**config.mk**
```make
export PLATFORM = sky130hd
export DESIGN_NAME = sll_iter
export DESIGN_NICKNAME = d
export VERILOG_FILES = /design/src/rtl/shift_pkg.sv /design/src/rtl/sll_stage.sv /design/src/rtl/sll_iter.sv
export SDC_FILE = /design/constraint.sdc
export NUM_CORES = 1
export LEC_CHECK = 0
export ABC_AREA = 1
export ABC_CLOCK_PERIOD_IN_PS = 2300
export CAP_MARGIN = 20
export CORE_UTILIZATION = 54
export DETAILED_ROUTE_END_ITERATION = 10
export PLACE_DENSITY = 0.84
export RECOVER_POWER = 100
export SYNTH_ARGS = -nofsm -noshare
export SYNTH_HDL_FRONTEND = slang
export SYNTH_HIERARCHICAL = 1
export SYNTH_SLANG_ARGS = --single-unit
```
**constraint.sdc**
```tcl
create_clock -name clk_i -period 2.3 [get_ports clk_i]
set_input_delay 0.575 -clock clk_i [delete_from_list [all_inputs] [get_ports clk_i]]
set_output_delay 0.575 -clock clk_i [all_outputs]
set_load 0.005 [all_outputs]
```
**src/rtl/shift_pkg.sv**
```systemverilog
// Shared types and sizing helpers for the iterative shifter family.
// Step and shift-amount widths are derived from the operand width.
package shift_pkg;

  typedef enum logic [1:0] {
    IDLE,
    SHIFT,
    DONE
  } shift_state_e;

  function automatic int shamt_w(input int data_w);
    return $clog2(data_w);
  endfunction

  function automatic int num_steps(input int data_w, input int spc);
    return (shamt_w(data_w) + spc - 1) / spc;
  endfunction

  function automatic int step_w(input int data_w, input int spc);
    return (num_steps(data_w, spc) > 1) ? $clog2(num_steps(data_w, spc)) : 1;
  endfunction

endpackage

```
**src/rtl/sll_stage.sv**
```systemverilog
// One combinational left-shift stage that resolves SPC shift-amount bits.
// The bit group is selected by the step index, so weights are 2**(step*SPC+k).
module sll_stage
  import shift_pkg::*;
#(
  parameter int DATA_W = 32,
  parameter int SPC    = 1,
  parameter int STEP_W = 3
) (
  input  logic [DATA_W-1:0] data,
  input  logic [SPC-1:0]    bits,
  input  logic [STEP_W-1:0] step,
  output logic [DATA_W-1:0] shifted
);

  localparam int SHAMT_W = shamt_w(DATA_W);

  always_comb begin
    shifted = data;
    for (int k = 0; k < SPC; k++) begin
      // Positions past the top shift-amount bit only exist in a partial last step.
      if (bits[k] && ((int'(step) * SPC + k) < SHAMT_W)) begin
        shifted = shifted << (1 << (int'(step) * SPC + k));
      end
    end
  end

endmodule

```
**src/rtl/sll_iter.sv**
```systemverilog
// Multi-cycle logical left shifter: one small stage reused over NUM_STEPS cycles.
// Handshake: input accepted on valid_i && ready_o && !flush_i; result consumed on valid_o && ready_i.
module sll_iter
  import shift_pkg::*;
#(
  parameter int DATA_W           = 32,
  parameter int STAGES_PER_CYCLE = 1
) (
  input  logic                      clk_i,
  input  logic                      rst_ni,
  input  logic                      flush_i,
  input  logic                      valid_i,
  output logic                      ready_o,
  input  logic [DATA_W-1:0]         operand_a_i,
  input  logic [$clog2(DATA_W)-1:0] operand_b_i,
  output logic                      valid_o,
  input  logic                      ready_i,
  output logic [DATA_W-1:0]         sll_data_o,
  output shift_state_e              state_o
);

  localparam int SHAMT_W   = shamt_w(DATA_W);
  localparam int NUM_STEPS = num_steps(DATA_W, STAGES_PER_CYCLE);
  localparam int STEP_W    = step_w(DATA_W, STAGES_PER_CYCLE);
  localparam int PAD_W     = NUM_STEPS * STAGES_PER_CYCLE;

  shift_state_e                state_q;
  logic [DATA_W-1:0]           result_q;
  logic [SHAMT_W-1:0]          shamt_q;
  logic [STEP_W-1:0]           step_q;
  logic                        ready_q;
  logic                        valid_q;
  logic [PAD_W-1:0]            shamt_pad;
  logic [STAGES_PER_CYCLE-1:0] stage_bits;
  logic [DATA_W-1:0]           stage_out;

  // Zero padding makes the last, possibly partial, bit group safe to slice.
  always_comb begin
    shamt_pad  = PAD_W'(shamt_q);
    stage_bits = STAGES_PER_CYCLE'(shamt_pad >> (int'(step_q) * STAGES_PER_CYCLE));
  end

  sll_stage #(
    .DATA_W (DATA_W),
    .SPC    (STAGES_PER_CYCLE),
    .STEP_W (STEP_W)
  ) u_stage (
    .data    (result_q),
    .bits    (stage_bits),
    .step    (step_q),
    .shifted (stage_out)
  );

  always_ff @(posedge clk_i) begin
    if (!rst_ni) begin
      state_q  <= IDLE;
      result_q <= '0;
      shamt_q  <= '0;
      step_q   <= '0;
      ready_q  <= 1'b1;
      valid_q  <= 1'b0;
    end else if (flush_i) begin
      state_q <= IDLE;
      step_q  <= '0;
      ready_q <= 1'b1;
      valid_q <= 1'b0;
    end else begin
      case (state_q)
        IDLE: begin
          if (valid_i) begin
            result_q <= operand_a_i;
            shamt_q  <= operand_b_i;
            step_q   <= '0;
            ready_q  <= 1'b0;
            if (operand_b_i == '0) begin
              state_q <= DONE;
              valid_q <= 1'b1;
            end else begin
              state_q <= SHIFT;
            end
          end
        end
        SHIFT: begin
          result_q <= stage_out;
          step_q   <= step_q + 1'b1;
          if (step_q == STEP_W'(NUM_STEPS - 1)) begin
            state_q <= DONE;
            valid_q <= 1'b1;
          end
        end
        DONE: begin
          if (ready_i) begin
            state_q <= IDLE;
            valid_q <= 1'b0;
            ready_q <= 1'b1;
          end
        end
        default: begin
          state_q <= IDLE;
          ready_q <= 1'b1;
          valid_q <= 1'b0;
        end
      endcase
    end
  end

  assign ready_o    = ready_q;
  assign valid_o    = valid_q;
  assign sll_data_o = result_q;
  assign state_o    = state_q;

endmodule

```
# After elaboration in Yosys (flattened, before gate mapping)
# Cells that the tools add are included.
# word_totals
out_inout_bits,36
in_bits,42
reg_bits,44
# op_classes
add_sub_neg,1
eq_ne,8
n_mux,18
n_reduce_logical,11
n_bitwise,3
shifts,3
magnitude_cmp,1
# ops
operator,n
two-way mux 32 bit,2
case mux 32 bit (2 select lines),1
"left shift 1 x 3 -> 32 bit, first input constant",1
left shift 32 x 32 -> 32 bit,1
AND reduction 3 bit,3
two-way mux 2 bit,4
"inequality test 2 bit, second input constant",4
AND reduction 4 bit,2
two-way mux 1 bit,6
case mux 1 bit (3 select lines),2
case mux 2 bit (3 select lines),1
case mux 3 bit (2 select lines),1
zero test 5 bit,1
right shift 5 x 3 -> 1 bit,1
"adder 3 x 1 -> 3 bit, second input constant",1
"== test 3 bit, second input constant",1
"less-than comparator 3 bit, second input constant",1
two-way mux 3 bit,1
inverter 1 bit,3
"== test 2 x 1 -> 1 bit, second input constant",1
"== test 2 bit, second input constant",1
zero test 2 bit,1
"inequality test 2 x 1 -> 1 bit, second input constant",1
AND reduction 2 bit,1
3 further kinds,3

# Depth between registers and ports, before layout
# Gate-level depths: netlist of the first run.
# depth
depth_word,4
mapped_depth,17
mapped_depth_nobuf,16

# Cells and area by module
# The synthesis of the first run kept the hierarchy.
# by_module_without_submodules
mod,instances,seq_area_each_um2,cells_per_inst,area_per_inst_um2
sll_stage,1,0.0,490,2249.7
sll_iter,1,880.8,326,2133.3

# Worst setup path after synthesis of the first run
# No wires, ideal clock.
# synth_path
kind,register to register
from,register step_q[1]
to,register result_q[14] (netlist: sll_data_o[14])
synth_period_minus_slack_ns,2.096
path_stages_with_launch,16
n_path_buf,0
setup_time_ns,0.116
setup_slack_ns,0.204
arrival_ns,1.980
required_ns,2.184
path_cell_list,dfxtp_1 inv_1 o21ai_0 o22ai_1 nand2_1 o21ai_0 o21ai_1 clkinv_1 nand2_1 inv_1 nand3_1 o21ai_0 nand2_1 nand2_1 o21ai_0 nor2_1
# synth_via
elab_chain_cells,4
word_cells_on_any_way,9
cone_classes,1 x order compare; 1 x eq/ne; 3 x shift; 2 x mux; 2 x reduce/logical
# synth_rtl
item,line_no,rtl
"start, declared",sll_iter.sv:30,logic [STEP_W-1:0] step_q;
"start signal, assigned",sll_iter.sv:85,step_q <= step_q + 1'b1;
right shift 5 x 3 -> 1 bit,sll_iter.sv:40,stage_bits = STAGES_PER_CYCLE'(shamt_pad >> (int'(step_q) * STAGES_PER_CYCLE));
named net stage_bits,sll_iter.sv:34,logic [STAGES_PER_CYCLE-1:0] stage_bits;
logical AND 1 bit,sll_stage.sv:22,if (bits[k] && ((int'(step) * SPC + k) < SHAMT_W)) begin
inequality test 2 x 1 -> 1 bit (no source line),--,
AND reduction 4 bit (no source line),--,
"end signal, assigned",sll_iter.sv:71,result_q <= operand_a_i;
"end signal, assigned",sll_iter.sv:84,result_q <= stage_out;
"end, declared",sll_iter.sv:28,logic [DATA_W-1:0] result_q;
# The timed path passes the listed nets, and every way through them passes these cells. The select of a mux whose other input is x is not followed.
# A chain may end at the register's enable or synchronous reset.

# Final worst setup path of the first run
# layout_path
from,register step_q[0]
to,register result_q[17] (netlist: sll_data_o[17])
# Same word-level chain as after synthesis.

==> results of run 1 <==
## synth_stat cells, drive strengths merged
| cell type | count | area share |
|---|---|---|
| nand2 | 281 | 0.25 |
| nand3 | 159 | 0.18 |
| nor2 | 100 | 0.096 |
| o21ai | 63 | 0.072 |
| inv | 58 | 0.051 |
| dfxtp | 44 | 0.20 |
| buf | 31 | 0.049 |
| nand4 | 26 | 0.037 |
| clkbuf | 19 | 0.017 |
| a21oi | 18 | 0.021 |
| o22ai | 4 | 0.0057 |
| and2 | 2 | 0.0029 |
| clkinv | 2 | 0.0017 |
| ha | 2 | 0.0057 |
| o32ai | 2 | 0.0040 |
| a31oi | 1 | 0.0014 |
| nand3b | 1 | 0.0017 |
| nor3b | 1 | 0.0017 |
| o211ai | 1 | 0.0017 |
| or2 | 1 | 0.0014 |
## stage by stage
stage | utilization | std cells | hold slack, ns | power [mW]
after floorplan | - | 816 | 0.455 | 1.40
after global placement | 0.682 | 981 | 0.452 | 1.70
after detailed placement | 0.682 | 981 | 0.462 | 1.72
after CTS | 0.697 | 989 | 0.478 | 2.37
after global routing | 0.703 | 990 | 0.493 | 2.51
final | 0.703 | 990 | 0.471 | 2.38
## where the power goes
group,internal (mW),total (mW),switching (mW)
registers,0.818,0.889,0.0715
clock network,0.329,0.662,0.334
logic,0.350,0.828,0.478
## cell families (layout without fill, tap and decap cells)
kind of cell	Yosys count	in the layout	share of synthesized area
simple gates	571	571	0.569
fa+ha+maj	2	2	0.00571
compound gates	89	89	0.105
flops	44	44	0.201
buf+inv	110	182	0.119
## cell usage in the layout, fill, tap and decap left out, types with 5 or more instances in the layout
cell / count
sky130_fd_sc_hd__nand3_1: 159
sky130_fd_sc_hd__nand2_1: 275
sky130_fd_sc_hd__inv_2: 7
sky130_fd_sc_hd__o21ai_1: 24
sky130_fd_sc_hd__clkbuf_8: 5
sky130_fd_sc_hd__nor2_1: 94
sky130_fd_sc_hd__buf_12: 6
sky130_fd_sc_hd__buf_4: 30
sky130_fd_sc_hd__inv_1: 48
sky130_fd_sc_hd__nand4_1: 26
sky130_fd_sc_hd__clkdlybuf4s50_1: 40
sky130_fd_sc_hd__dfxtp_1: 41
sky130_fd_sc_hd__o21ai_0: 39
sky130_fd_sc_hd__a21oi_1: 18
sky130_fd_sc_hd__dlygate4sd3_1: 37
## worst max-delay path: cells and delay by family, from the launching register on
| kind | cells | cell delay (ns) |
|---|---|---|
| compound gates | 6 | 0.90 |
| buf+inv | 3 | 0.48 |
| flops | 1 | 0.40 |
| simple gates | 6 | 0.44 |
## flip-flops by register name, summed over array words and instances, names as in the netlist
register,count
ready_o,1
sll_data_o,32
valid_o,1
shamt_pad,5
step_q,3
state_o,2
## worst paths after layout
| path | start | endpoint | slack, ns | depth (start not counted) |
|---|---|---|---|---|
| worst max-delay path | step_q[0] | sll_data_o[17] | 0.03 | 15 |
| worst min-delay path | valid_o | valid_o | 0.47 | 2 |
| worst max register to register | step_q[0] | sll_data_o[17] | 0.03 | 15 |
| worst min register to register | valid_o | valid_o | 0.47 | 2 |
## final cells by class
class	count	area [um2]	share of cell area
inverter	60	235	0.0429
multi-input combinational	662	2990	0.545
timing repair buffer	114	1130	0.205
sequential	44	890	0.162
tap	102	128	0.0233
clock buffer	5	68.8	0.0125
clock inverter	3	46.3	0.00844
## timing repair
item,CTS,global route
hold buffers,0,0
buffers inserted,0,1
hold endpoints to repair,0,0
endpoints found under the setup margin,11,27
gates resized for setup,2,17
pin swaps,0,0
## metal layers
| metal | track usage | wire length, um | up-vias | share of wire |
|---|---|---|---|---|
| li1 | - | - | 2818 | - |
| met1 | 0.507 | 6510 | 2681 | 0.40 |
| met2 | 0.620 | 7290 | 418 | 0.45 |
| met3 | 0.0779 | 1810 | 72 | 0.11 |
| met4 | 0.197 | 722 | 0 | 0.044 |
| met5 | 0 | 0 | - | 0 |
==> results.yml, run 1 <==
die:
  placement_rows: 32
  initial_core_util: 0.561
  die_height_um: 92.1
  die_width_um: 92.1
  design.die.area_mm2: 0.00848
  core_mm2: 0.00781
  pin_count: 78
grt:
  vias_in_the_first_global_route: 5610
  gr_overflow_total: 0
  maximum_number_of_pins_on_one_net_before_global_route_repair: 37
  global_route.usage.total: 0.393
  global_route_wire_length_before_repair_um: 26600
  initial_antenna_violation_count: 0
place:
  placedInstanceArea_mm2: 0.00533
  count_of_input_and_output_buffers: 77
  dp_worst_slack_ns: -0.0795
  globalplace.congestion: 1.09
  dp.final_hpwl_um: 12000
critical_path:
  critical_path_arrival_ns: 2.53
  slowest_stage: "sky130_fd_sc_hd__dfxtp_4"
  critical_path.startpoint_type: "register"
  crit_chain: "inv_1 > nor2_1 > o22ai_1 > nand2_1 > o21ai_0 > o21ai_1 > buf_4 > buf_4 > a21oi_1 > o21ai_0 > nand2_1 > nand2_1 > nand2_1 > o21ai_0 > nor2_1"
  critical_path.max_fanout: 10
  endpoint_kind: "register"
  delay_of_the_slowest_critical_path_stage_ns: 0.40
  critical_path.most_common_cell: "sky130_fd_sc_hd__nand2_1"
  worst_setup_path_class: "register to register"
  worst-endpoint-required_ns: 2.55
yosys:
  synth_area_per_cell_um2: 5.37
  synth-seq-area-share: 0.201
  ys_warn_count: 6
  synth.ff_latch_count: 44
  synth.cell_area_mm2: 0.00438
  synth_nets: 860
  synth_cell_types: 32
  syn-instance-count: 816
clock_network:
  cts_inserted_buffers: 5
  htree_num_levels: 2
  numClockSinks: 44
  ctsRootBufferMaster: "sky130_fd_sc_hd__clkbuf_8"
  cts.path.max_buffers: 2
  clk_pin_slew_ns: 0.10
  latest_clock_arrival_within_the_worst_skew_pair_ns: 0.31
  cts_tree: "built"
cells_and_area:
  antenna_cells: 0
  fillers: 741
  final_cell_area_mm2: 0.00549
  area_growth_pct: 25.2
  nets: 931
  layout-drive-gt1-share: 0.0811
timing:
  fin_crit_sh: 0.988
  slew_headroom: 0.723
  fin_ws_ns: 0.0273
  worst_slew_pin_slew_ns: 0.416
  fmaxAchievable_mhz: 440
  totalNegativeSetupSlack_ns: 0
  finalWorstPathRequiredPeriod_ns: 2.27
  final-max-slew-violation-count: 0
  finalSetupViolations: 0
  worst_clk_skew_ns: 0.0123
  final_hold_viol_count: 0
routing:
  wire_per_inst_um: 16.5
  route.vias.total: 5989
  detail_route.vias_per_cell: 6.05
  first_iter_violations: 793
  antenna_violating_nets_post_route: 0
  postRouteWirelength_um: 16300
  drc: 0
  tritonroute_pass_1_iters: 9
run_status:
  outcome: "finished, final reports clean"
worst_hold_path:
  timing.hold.worst.class: "register to register"
power:
  power.ir.vdd_worst_uv: 319
  power_density_mw_per_mm2: 434
  static_leak_nw: 2.69
job:
  max_cap_viol_count: 0
Power figures use the tool's default switching activity.
==> inputs of run 2 (changes only) <==
--- a/config.mk
+++ b/config.mk
@@ -8,9 +8,10 @@
 export ABC_AREA = 1
 export ABC_CLOCK_PERIOD_IN_PS = 2300
 export CAP_MARGIN = 20
-export CORE_UTILIZATION = 54
+export CORE_UTILIZATION = 65
 export DETAILED_ROUTE_END_ITERATION = 10
-export PLACE_DENSITY = 0.84
+export DONT_BUFFER_PORTS = 1
+export PLACE_DENSITY = 0.83
 export RECOVER_POWER = 100
 export SYNTH_ARGS = -nofsm -noshare
 export SYNTH_HDL_FRONTEND = slang
==> run 2 against run 1 <==
The flow now finishes with violations (DRC); register-to-register slack better by 0.05 ns; combinational power is 23% lower; flip-flop and latch count did not move; first-iteration DRC count grew 54%; maximum frequency up 2.3%; count of clock-buffer cells in the layout is the same; worst hold slack got worse by 0.070 ns; via count shrank 4.6%; non-clock buffer count down 84; clock skew is 0.0073 ns lower; critical path type unchanged; critical endpoint is now sll_data_o[25].
==> results.yml, run 2 (synthesis gave the netlist of run 1 again) <==
critical_path:
  critical_path.most_common_cell: "sky130_fd_sc_hd__nand2_1"
  worst_setup_path_class: "register to register"
  delay_of_the_slowest_critical_path_stage_ns: 0.39
  critical_path.startpoint_type: "register"
  critical_path.max_fanout: 34
  critical_path_arrival_ns: 2.43
  worst-endpoint-required_ns: 2.51
  endpoint_kind: "register"
  crit_chain: "buf_12 > nand2_2 > clkinv_1 > buf_4 > nand3_1 > nand3_1 > nand2_1 > inv_1 > nand2_1 > nand2_1 > nand2_1 > nand2_1 > nand2_1 > nand2_1 > o21ai_0 > nor2_1"
  slowest_stage: "sky130_fd_sc_hd__dfxtp_4"
routing:
  wire_per_inst_um: 16.1
  detail_route.vias_per_cell: 6.48
  first_iter_violations: 1218
  antenna_violating_nets_post_route: 0
  tritonroute_pass_1_iters: 11
  postRouteWirelength_um: 14200
  drc: 2
  route.vias.total: 5712
die:
  initial_core_util: 0.682
  die_height_um: 84.1
  pin_count: 78
  core_mm2: 0.00642
  placement_rows: 29
  design.die.area_mm2: 0.00708
  die_width_um: 84.1
power:
  power.ir.vdd_worst_uv: 392
  report.power.total_mw: 2.17
  power_density_mw_per_mm2: 473
  static_leak_nw: 2.25
cells_and_area:
  layout.core_utilization: 0.714
  mostFrequentLayoutCell: "sky130_fd_sc_hd__nand2_1"
  most-common-layout-cells: "sky130_fd_sc_hd__nand2_1, sky130_fd_sc_hd__nand3_1, sky130_fd_sc_hd__nor2_1"
  largest_reg_flops: 32
  nets: 847
  area_growth_pct: 4.62
  layout-drive-gt1-share: 0.0771
  final_cell_area_mm2: 0.00459
  antenna_cells: 0
  fillers: 591
timing:
  finalWorstPathRequiredPeriod_ns: 2.22
  finalSetupViolations: 0
  fin_crit_sh: 0.966
  worst_clk_skew_ns: 0.00495
  fmaxAchievable_mhz: 450
  slew_headroom: 0.699
  totalNegativeSetupSlack_ns: 0
  final_hold_viol_count: 0
  final-max-slew-violation-count: 0
  worst_slew_pin_slew_ns: 0.451
  grt_setup_unrepaired: "true"
clock_network:
  numClockSinks: 44
  htree_num_levels: 2
  cts.path.max_buffers: 2
  latest_clock_arrival_within_the_worst_skew_pair_ns: 0.31
  cts_post_setup_buffers_inserted: 0
  cts_tree: "built"
  clk_pin_slew_ns: 0.09
  ctsRootBufferMaster: "sky130_fd_sc_hd__clkbuf_8"
  cts_inserted_buffers: 5
grt:
  maximum_number_of_pins_on_one_net_before_global_route_repair: 39
  gr_overflow_total: 0
  initial_antenna_violation_count: 0
  global_route_wire_length_before_repair_um: 23500
  global_route.usage.total: 0.405
  vias_in_the_first_global_route: 5079
place:
  placedInstanceArea_mm2: 0.00444
  dp.final_hpwl_um: 10200
  count_of_input_and_output_buffers: 0
  globalplace.congestion: 1.16
worst_hold_path:
  timing.hold.worst.class: "input port to register"
job:
  max_cap_viol_count: 0
run_status:
  outcome: "finished, violations left"
  violations_in_the_final_reports: "DRC"
-- run 2: cell count changes in the layout (fill, tap and decap cells not counted), sizes merged --
cell | before | now
clkinvlp | 1 | 2
dlygate4sd3 | 37 | 0
clkdlybuf4s50 | 40 | 0
inv | 60 | 59
buf | 37 | 30
-- run 2: stage by stage --
stage | hold WS [ns] | instances | worst slack [ns]
6_report | 0.401 | 881 | 0.0780
3_5_place_dp | 0.476 | 873 | 0.000979
3_3_place_gp | 0.474 | 873 | 0.0690
5_1_grt | 0.397 | 881 | -0.0246
2_1_floorplan | 0.455 | 816 | 0.204
4_1_cts | 0.385 | 881 | 0.0236
-- run 2: cell type report --
class,count,area (um2),share of cell area
multi-input cells,662,2990,0.652
repair buffers,30,254,0.0554
clock inverters,3,46.3,0.0101
flip-flops and latches,44,890,0.194
well taps,77,96.3,0.0210
inverters,60,239,0.0521
clock buffers,5,68.8,0.0150
-- run 2: worst paths after layout --
check / start / to / slack, ns / cells past startpoint
worst max-delay path: step_q[0] / sll_data_o[25] / 0.08 / 16
worst min-delay path: rst_ni / sll_data_o[28] / 0.40 / 2
worst max register to register: step_q[0] / sll_data_o[25] / 0.08 / 16
worst min register to register: valid_o / valid_o / 0.49 / 2
-- run 2: worst max-delay path, delay by kind of cell (launching register included) --
family          cells  cell delay [ns]
flops               1             0.39
compound gates      1             0.16
simple gates       11             0.87
buf+inv             4             0.71
-- run 2: where the power goes --
group	internal, mW	switching [mW]
logic	0.223	0.414
registers	0.817	0.0845
clock network	0.328	0.304
-- run 2: layer usage --
layer | up-vias | wire (um) | GRT usage
li1 | 2646 | - | -
met1 | 2444 | 5330 | 0.521
met2 | 489 | 5910 | 0.633
met3 | 133 | 2120 | 0.101
met4 | 0 | 842 | 0.199
met5 | - | 0 | 0
-- run 2: repair_timing --
action / 4_1_cts / 5_1_grt
gates resized for setup: 1 / 15
setup endpoints to repair: 2 / 27
hold buffers: 0 / 0
==> inputs of run 3 (changes only) <==
--- a/config.mk
+++ b/config.mk
@@ -6,7 +6,7 @@
 export NUM_CORES = 1
 export LEC_CHECK = 0
 export ABC_AREA = 1
-export ABC_CLOCK_PERIOD_IN_PS = 2300
+export ABC_CLOCK_PERIOD_IN_PS = 2310
 export CAP_MARGIN = 20
 export CORE_UTILIZATION = 65
 export DETAILED_ROUTE_END_ITERATION = 10
==> constraint.sdc (replaced) <==
create_clock -name clk_i -period 2.31 [get_ports clk_i]
set_input_delay 0.5775 -clock clk_i [delete_from_list [all_inputs] [get_ports clk_i]]
set_output_delay 0.5775 -clock clk_i [all_outputs]
set_load 0.005 [all_outputs]
==> run 3 against run 2 <==
Combinational power up 0.8%; sequential share of layout area down 0.088 points; via count up 0.42%; the run still ends with DRC left; die area unchanged; global-route usage up 0.73 points; first-iteration DRC count down 15%; design area up 0.74%; critical path depth down 1; clock power up 1%; power up 0.40%; critical path type unchanged.
==> results.yml, run 3 (synthesis gave the netlist of run 1 again) <==
power:
  switching_power_mw: 0.815
  pwr-share-seq: 0.411
  internal_cell_power_mw: 1.36
  static_leak_nw: 2.28
  share_of_power_burned_in_the_clock_network: 0.294
  report.power.total_mw: 2.18
  pwr-share-comb: 0.295
  power_density_mw_per_mm2: 472
  power.ir.vdd_worst_uv: 382
  switching_share: 0.374
routing:
  postRouteWirelength_um: 14400
  drc: 2
  wirelength_met1_um: 5480
  dr.max_layer_used: "met4"
  antenna_violating_nets_post_route: 0
  detail_route.vias_per_cell: 6.50
  wire_per_inst_um: 16.3
  first_iter_violations: 1030
  route.vias.total: 5736
  routed-wl-met2_um: 6050
  tritonroute_pass_1_iters: 10
  met3RoutedLength_um: 2100
place:
  count_of_input_and_output_buffers: 0
  placedCellCount: 872
  dp_worst_slack_ns: 0.0202
  globalplace.congestion: 1.17
  dp.final_hpwl_um: 10200
clock_network:
  numClockSinks: 44
  ctsHoldBuffers: 0
  cts.path.max_buffers: 2
  htree_num_levels: 2
  clk_pin_slew_ns: 0.10
  cts_inserted_buffers: 5
  latest_clock_arrival_within_the_worst_skew_pair_ns: 0.31
  cts_tree: "built"
  ctsRootBufferMaster: "sky130_fd_sc_hd__clkbuf_8"
job:
  max_cap_viol_count: 0
timing:
  finalSetupViolations: 0
  final_hold_viol_count: 0
  fin_crit_sh: 0.932
  worst_slew_pin_slew_ns: 0.400
  fmaxAchievable_mhz: 465
  slew_headroom: 0.733
  finalWorstPathRequiredPeriod_ns: 2.15
  worst_clk_skew_ns: 0.0102
  final-max-slew-violation-count: 0
  fin_ws_ns: 0.158
  hold-worst-slack_ns: 0.397
grt:
  vias_in_the_first_global_route: 5107
  maximum_number_of_pins_on_one_net_before_global_route_repair: 39
  global_route.usage.total: 0.412
  gr_overflow_total: 0
  global_route_wire_length_before_repair_um: 23800
  initial_antenna_violation_count: 0
critical_path:
  critical_path.most_common_cell: "sky130_fd_sc_hd__nand2_1"
  slowest_stage: "sky130_fd_sc_hd__dfxtp_4"
  critical_path_buf_inv_count: 4
  endpoint_kind: "register"
  worst-endpoint-required_ns: 2.51
  crit_chain: "inv_1 > o21ai_0 > o22ai_1 > nand2_1 > o21ai_0 > o21ai_1 > inv_2 > buf_4 > or2_2 > nand2_1 > inv_1 > nand2_1 > nand2_1 > o21ai_0 > nor2_1"
  r2r-start: "step_q[0]"
  critical_path.max_fanout: 10
  worst_setup_path_class: "register to register"
  critical_path.startpoint_type: "register"
  critical_path_arrival_ns: 2.36
  delay_of_the_slowest_critical_path_stage_ns: 0.42
  timing.critical_path.from: "step_q[0]"
  crit_family: "compound AO/OA/AOI/OAI gates"
cells_and_area:
  nets: 849
  mostFrequentLayoutCell: "sky130_fd_sc_hd__nand2_1"
  most-common-layout-cells: "sky130_fd_sc_hd__nand2_1, sky130_fd_sc_hd__nand3_1, sky130_fd_sc_hd__nor2_1"
  area_growth_pct: 5.40
  layout-drive-gt1-share: 0.0831
  layout.core_utilization: 0.719
  finish.cell_count_without_fillers: 883
  antenna_cells: 0
  largest_reg_flops: 32
die:
  placement_rows: 29
  die_height_um: 84.1
  design.die.area_mm2: 0.00708
  pin_count: 78
  initial_core_util: 0.682
  die_width_um: 84.1
  core_mm2: 0.00642
worst_hold_path:
  hold_path.startpoint: "rst_ni"
  timing.hold.worst.class: "input port to register"
run_status:
  violations_in_the_final_reports: "DRC"
  outcome: "finished, violations left"
run 3: worst paths after layout:
check	cells after the start	to	slack, ns
hold / removal	2	sll_data_o[13]	0.40
setup / recovery	15	sll_data_o[27]	0.16
setup reg to reg	15	sll_data_o[27]	0.16
hold reg to reg	2	valid_o	0.49
run 3: area by class of cell:
type | count | area, um2
multi-input cells | 662 | 2990
fillers | 583 | 1800
flip-flops and latches | 44 | 892
clock inverters | 3 | 46.3
well taps | 77 | 96.3
repair buffers | 32 | 290
clock buffers | 5 | 68.8
inverters | 60 | 236
run 3: worst register-to-register path, cell delays in order (launching register included):
cell                      delay, ns
sky130_fd_sc_hd__dfxtp_4       0.42
sky130_fd_sc_hd__inv_1         0.10
sky130_fd_sc_hd__o21ai_0       0.15
sky130_fd_sc_hd__o22ai_1       0.08
sky130_fd_sc_hd__nand2_1       0.05
sky130_fd_sc_hd__o21ai_0       0.10
sky130_fd_sc_hd__o21ai_1       0.17
sky130_fd_sc_hd__inv_2         0.09
sky130_fd_sc_hd__buf_4         0.18
sky130_fd_sc_hd__or2_2         0.27
sky130_fd_sc_hd__nand2_1       0.07
sky130_fd_sc_hd__inv_1         0.04
sky130_fd_sc_hd__nand2_1       0.05
sky130_fd_sc_hd__nand2_1       0.05
sky130_fd_sc_hd__o21ai_0       0.18
sky130_fd_sc_hd__nor2_1        0.06
run 3: per-stage QoR:
step,instance area [um2],setup TNS (ns)
3_3_place_gp,4430,0
2_1_floorplan,4380,0
4_1_cts,4550,0
6_report,4620,0
3_5_place_dp,4430,0
5_1_grt,4620,-0.0181
run 3: power by group through the flow:
stage          registers (mW)  logic (mW)  clock network (mW)
4_1_cts                 0.898       0.611               0.639
2_1_floorplan           0.889       0.509                   0
3_3_place_gp            0.914       0.591                   0
5_1_grt                 0.904       0.722               0.680
6_report                0.897       0.642               0.641
3_5_place_dp            0.915       0.606                   0
run 3: metal layers:
metal  vias to the layer above  GRT usage
met1                      2452      0.532
met4                         0      0.196
li1                       2652          -
met3                       130      0.116
met2                       502      0.636
met5                         -          0
run 3: what timing repair did:
| item | in CTS | in global routing |
|---|---|---|
| cloned | 0 | 1 |
| endpoints found under the setup margin | 2 | 25 |
| resized for setup | 1 | 14 |
| buffers inserted | 0 | 2 |
